**config.mk**
```make
export PLATFORM = sky130hd
export DESIGN_NAME = ibutterflyx8
export DESIGN_NICKNAME = d
export VERILOG_FILES = /design/src/rtl/fft_pkg.sv /design/src/rtl/cmul_conj_q15.sv /design/src/rtl/ibutterflyx8.sv
export SDC_FILE = /design/constraint.sdc
export NUM_CORES = 2
export LEC_CHECK = 0
export CAP_MARGIN = 20
export CORE_AREA = 2 2 220 438
export DETAILED_ROUTE_END_ITERATION = 12
export DIE_AREA = 0 0 222 440
export GPL_ROUTABILITY_DRIVEN = 0
export GPL_TIMING_DRIVEN = 0
export PLACE_DENSITY = 0.76
export SKIP_LAST_GASP = 1
export SLEW_MARGIN = 40
export SYNTH_ARGS = -nofsm -noshare
export SYNTH_HDL_FRONTEND = slang
export SYNTH_SLANG_ARGS = --single-unit
```
**constraint.sdc**
```tcl
create_clock -name clock -period 13.4 [get_ports clock]
set_input_delay 2.68 -clock clock [delete_from_list [all_inputs] [get_ports clock]]
set_output_delay 2.68 -clock clock [all_outputs]
set_load 0.05 [all_outputs]
```
**src/rtl/fft_pkg.sv**
```systemverilog
// fft_pkg: shared FFT datapath constants plus complex-slice and saturation helpers.
package fft_pkg;
    localparam int DATA_W  = 16;
    localparam int TF_FRAC = 15;
    localparam int CW      = 2 * DATA_W;

    function automatic logic signed [DATA_W-1:0] re(input logic [CW-1:0] c);
        return c[CW-1:DATA_W];
    endfunction

    function automatic logic signed [DATA_W-1:0] im(input logic [CW-1:0] c);
        return c[DATA_W-1:0];
    endfunction

    function automatic logic signed [DATA_W-1:0] sat16(input logic signed [CW:0] x);
        return (x > 33'sd32767) ? 16'sh7FFF : (x < -33'sd32768) ? 16'sh8000 : x[DATA_W-1:0];
    endfunction
endpackage

```
**src/rtl/cmul_conj_q15.sv**
```systemverilog
// cmul_conj_q15: two-stage multiply by the conjugate of a Q1.15 twiddle,
// floor-truncated and saturated back to DATA_W per component.
module cmul_conj_q15
    import fft_pkg::*;
(
    input  logic          clock,
    input  logic          reset,
    input  logic          en_i,
    input  logic [CW-1:0] d_i,
    input  logic [CW-1:0] tf_i,
    output logic [CW-1:0] b_o
);
    logic signed [CW-1:0] pr1_q, pr2_q, pj1_q, pj2_q;
    logic signed [CW:0]   br, bj;
    logic [CW-1:0]        b_d, b_q;

    always_ff @(posedge clock or posedge reset) begin
        if (reset) begin
            pr1_q <= '0;
            pr2_q <= '0;
            pj1_q <= '0;
            pj2_q <= '0;
            b_q   <= '0;
        end else if (en_i) begin
            pr1_q <= CW'(re(d_i)) * CW'(re(tf_i));
            pr2_q <= CW'(im(d_i)) * CW'(im(tf_i));
            pj1_q <= CW'(im(d_i)) * CW'(re(tf_i));
            pj2_q <= CW'(re(d_i)) * CW'(im(tf_i));
            b_q   <= b_d;
        end
    end

    // conj(tf) flips the sign of the imaginary cross terms
    always_comb begin
        br  = (CW+1)'(pr1_q) + (CW+1)'(pr2_q);
        bj  = (CW+1)'(pj1_q) - (CW+1)'(pj2_q);
        b_d = {sat16(br >>> TF_FRAC), sat16(bj >>> TF_FRAC)};
    end

    assign b_o = b_q;
endmodule

```
**src/rtl/ibutterflyx8.sv**
```systemverilog
// ibutterflyx8: inverse radix-2 butterfly, a = (y+z)/2, b = ((y-z)/2)*conj(tf),
// three-stage pipeline with a global stall on output back-pressure.
module ibutterflyx8
    import fft_pkg::*;
(
    input  logic          clock,
    input  logic          reset,
    input  logic          in_valid,
    output logic          in_ready,
    input  logic [CW-1:0] y,
    input  logic [CW-1:0] z,
    input  logic [CW-1:0] tf,
    output logic          out_valid,
    input  logic          out_ready,
    output logic [CW-1:0] a,
    output logic [CW-1:0] b
);
    logic                   advance;
    logic                   v1_q, v2_q, v3_q;
    logic [CW-1:0]          a1_d, d1_d, a1_q, d1_q, tf1_q, a2_q, a3_q;
    logic signed [DATA_W:0] s_r, s_j, dd_r, dd_j;

    assign advance   = !v3_q || out_ready;
    assign in_ready  = advance;
    assign out_valid = v3_q;
    assign a         = a3_q;

    // 17-bit sum/difference halved with floor always fits DATA_W, so sat16 never clips here
    always_comb begin
        s_r  = (DATA_W+1)'(re(y)) + (DATA_W+1)'(re(z));
        s_j  = (DATA_W+1)'(im(y)) + (DATA_W+1)'(im(z));
        dd_r = (DATA_W+1)'(re(y)) - (DATA_W+1)'(re(z));
        dd_j = (DATA_W+1)'(im(y)) - (DATA_W+1)'(im(z));
        a1_d = {sat16((CW+1)'(s_r >>> 1)), sat16((CW+1)'(s_j >>> 1))};
        d1_d = {sat16((CW+1)'(dd_r >>> 1)), sat16((CW+1)'(dd_j >>> 1))};
    end

    always_ff @(posedge clock or posedge reset) begin
        if (reset) begin
            v1_q  <= 1'b0;
            v2_q  <= 1'b0;
            v3_q  <= 1'b0;
            a1_q  <= '0;
            d1_q  <= '0;
            tf1_q <= '0;
            a2_q  <= '0;
            a3_q  <= '0;
        end else if (advance) begin
            v1_q  <= in_valid;
            a1_q  <= a1_d;
            d1_q  <= d1_d;
            tf1_q <= tf;
            v2_q  <= v1_q;
            a2_q  <= a1_q;
            v3_q  <= v2_q;
            a3_q  <= a2_q;
        end
    end

    cmul_conj_q15 u_cmul (
        .clock (clock),
        .reset (reset),
        .en_i  (advance),
        .d_i   (d1_q),
        .tf_i  (tf1_q),
        .b_o   (b)
    );
endmodule

```
==> reports/results.tsv <==
metric	value	unit
status	finished clean	
cts_made_buffers	38	
rsz0062_at_grt	no	
chipHeight	440	um
dieArea	97700	sq um
cts-resized-gates	0	
maxSlewHeadroom	0.305	
fin_util	0.643	
synth-edff-count	0	
synth_cell_type_count	85	
clkTransAtPathRegs	0.06	ns
core	94700	sq um
root_buffer	clkbuf_16	
clock_sinks	323	
post-route-period-util	0.687	
routed_wl	192000	um
dpl_cell_area	59600	sq um
placementRows	160	
crit_chain	clkdlybuf4s50_1 -> nor2b_1 -> clkinv_1 -> clkbuf_2 -> clkbuf_2 -> clkbuf_1 -> clkdlybuf4s50_1	
num-nets-final	8062	
ant_nets	0	
crit_buf_inv	6	
viasPerCell	5.96	
clock_skew	0.0193	ns
clock.fmax	109	MHz
synth_ff_type	dfrtp_1	
cap_violations	0	
async_reset_ff_frac	1.00	
hold_buffers	0	
final_hold_viol_count	0	
arrival	6.53	ns
synth_area	56200	sq um
tightestPinTransition	1.04	ns
dr_total_vias	45900	
worstSetupEndpointType	output pin	
area.sequential	8080	sq um
cts_max_level	2	
multi_input_comb_area	42400	sq um
drt_iter0_markers	4438	
fp.dieW	222	um
route.detailed.drc	0	
drive_above_1_share	0.0304	
crit_path_top_delay_cell	clkdlybuf4s50_1	
setup_viol	0	
worstSetupPathType	input port to output pin	
tns	0	ns
ys_ff_latch	323	
crit_path_start_kind	input port	
clock_latency	0.62	ns
antenna_found_initial	16	
fin_crit	9.21	ns
io_pins	166	
syn_nets	7850	
syn_inst	6248	
cts_setup_buffers	0	
hp-class	flop to flop	
cts_buffer_depth	3	
slowest_delay	0.81	ns
ys_seq_area_frac	0.144	
slew_viol_final	0	
fillCellCount	7727	
portBuffers	165	
crit_family	buffers and inverters	
syn2layout_area_growth	8.44	%
gr-usage-all-layers	0.407	
avgSynthCellArea	8.99	sq um
wl_per_cell	25.0	um
cts_tree	built	
grt_max_degree	81	
yosysWarnings	0	
design_area	60900	sq um
start_util	0.593	
grt_pass1_vias	49100	
first_pass_iters	7	
dp.final_hpwl	158000	um
grt_pass1_wl	293000	um
cp_max_fo	10	
grt-ovfl-total	0	
worstPathRequired	10.72	ns
[synthesized netlist by cell type (26+ instances only)]
cell type / instances / area share
fa_1: 1052 / 0.37
a211oi_1: 30 / 0.0040
inv_1: 1246 / 0.083
xor2_1: 78 / 0.012
a21o_1: 71 / 0.0095
clkbuf_1: 270 / 0.018
nand3_1: 46 / 0.0041
ha_1: 450 / 0.10
nand2_1: 982 / 0.066
o21bai_1: 26 / 0.0035
a21oi_1: 214 / 0.019
dfrtp_1: 323 / 0.14
o21ai_0: 180 / 0.016
nor2_1: 241 / 0.016
xnor2_1: 131 / 0.020
and2_1: 503 / 0.056
nand2b_1: 51 / 0.0057
[worst min-delay path, delay by kind of cell (launching register included)]
| family | cells | cell delay (ns) |
|---|---|---|
| AND/OR/NAND/NOR | 2 | 0.10 |
| flip-flops | 1 | 0.34 |
[registers in the layout, summed over array words and instances, names as in the netlist]
register      count
out_valid         1
tf1_q            32
a1_q             32
v2_q              1
d1_q             32
u_cmul.pj1_q     32
a                32
u_cmul.b_o       32
u_cmul.pr2_q     32
u_cmul.pj2_q     32
v1_q              1
a2_q             32
u_cmul.pr1_q     32
[cells in the final DEF (no fill, tap or decap), types with 18 or more instances in the layout]
cell type	count
inv_1	1245
fa_1	1052
nand2_1	982
and2_1	503
ha_1	450
dfrtp_1	323
nor2_1	241
a21oi_1	214
clkbuf_1	208
o21ai_0	180
clkdlybuf4s50_1	165
xnor2_1	125
xor2_1	78
a21o_1	71
clkbuf_2	67
nand2b_1	51
nand3_1	46
clkbuf_16	38
a211oi_1	29
o21bai_1	26
nor3_1	23
o31ai_1	20
and3_1	19
nor2b_1	18
o211ai_1	18
o21a_1	18
[per-stage QoR]
stage	hold WS [ns]	cells	setup slack (ns)
after global routing	0.485	7700	4.19
after global placement	0.440	7628	-2.31
after detailed placement	0.452	7634	4.53
after CTS	0.468	7699	4.51
final	0.464	7704	4.19
after floorplan	0.430	6248	1.78
[cell families after synthesis]
family	Yosys count	synth area share
AO/OA/AOI/OAI	712	0.0806
XOR/XNOR	209	0.0326
adder cells (fa/ha/maj)	1502	0.475
buffers and inverters	1530	0.102
flip-flops	323	0.144
multiplexers	6	0.00114
AND/OR/NAND/NOR	1966	0.164
[final timing paths]
check / startpoint / to / slack (ns) / cells after the start
setup / recovery: out_ready / in_ready / 4.19 / 7
hold / removal: a[24]$_DFFE_PP0P_ / a[24]$_DFFE_PP0P_ / 0.46 / 2
setup reg to reg: d1_q[26]$_DFFE_PP0P_ / u_cmul.pr1_q[27]$_DFFE_PP0P_ / 5.02 / 22
hold reg to reg: a[24]$_DFFE_PP0P_ / a[24]$_DFFE_PP0P_ / 0.46 / 2
max in group asynchronous: reset / u_cmul.pr2_q[6]$_DFFE_PP0P_ / 9.93 / 4
min in group asynchronous: reset / a1_q[13]$_DFFE_PP0P_ / 2.43 / 2
[cell type report]
cell class,instances,area share
timing repair buffer,172,0.0300
buffer,282,0.0191
inverter,1248,0.0770
antenna,4,0.000164
clock buffer,52,0.0180
multi-input combinational,4395,0.696
sequential,323,0.133
clock inverter,13,0.00230
tap,1215,0.0250
[layer usage]
layer | vias to the layer above | global-route usage | part of all wire
li1 | 19400 | - | -
met1 | 22600 | 0.455 | 0.32
met2 | 2923 | 0.622 | 0.43
met3 | 974 | 0.125 | 0.12
met4 | 22 | 0.378 | 0.12
met5 | - | 0 | 0.00073
Power is left out: the tool's default activity adds up to more than one toggle a clock period on the data nets, which glitch-free logic cannot reach.
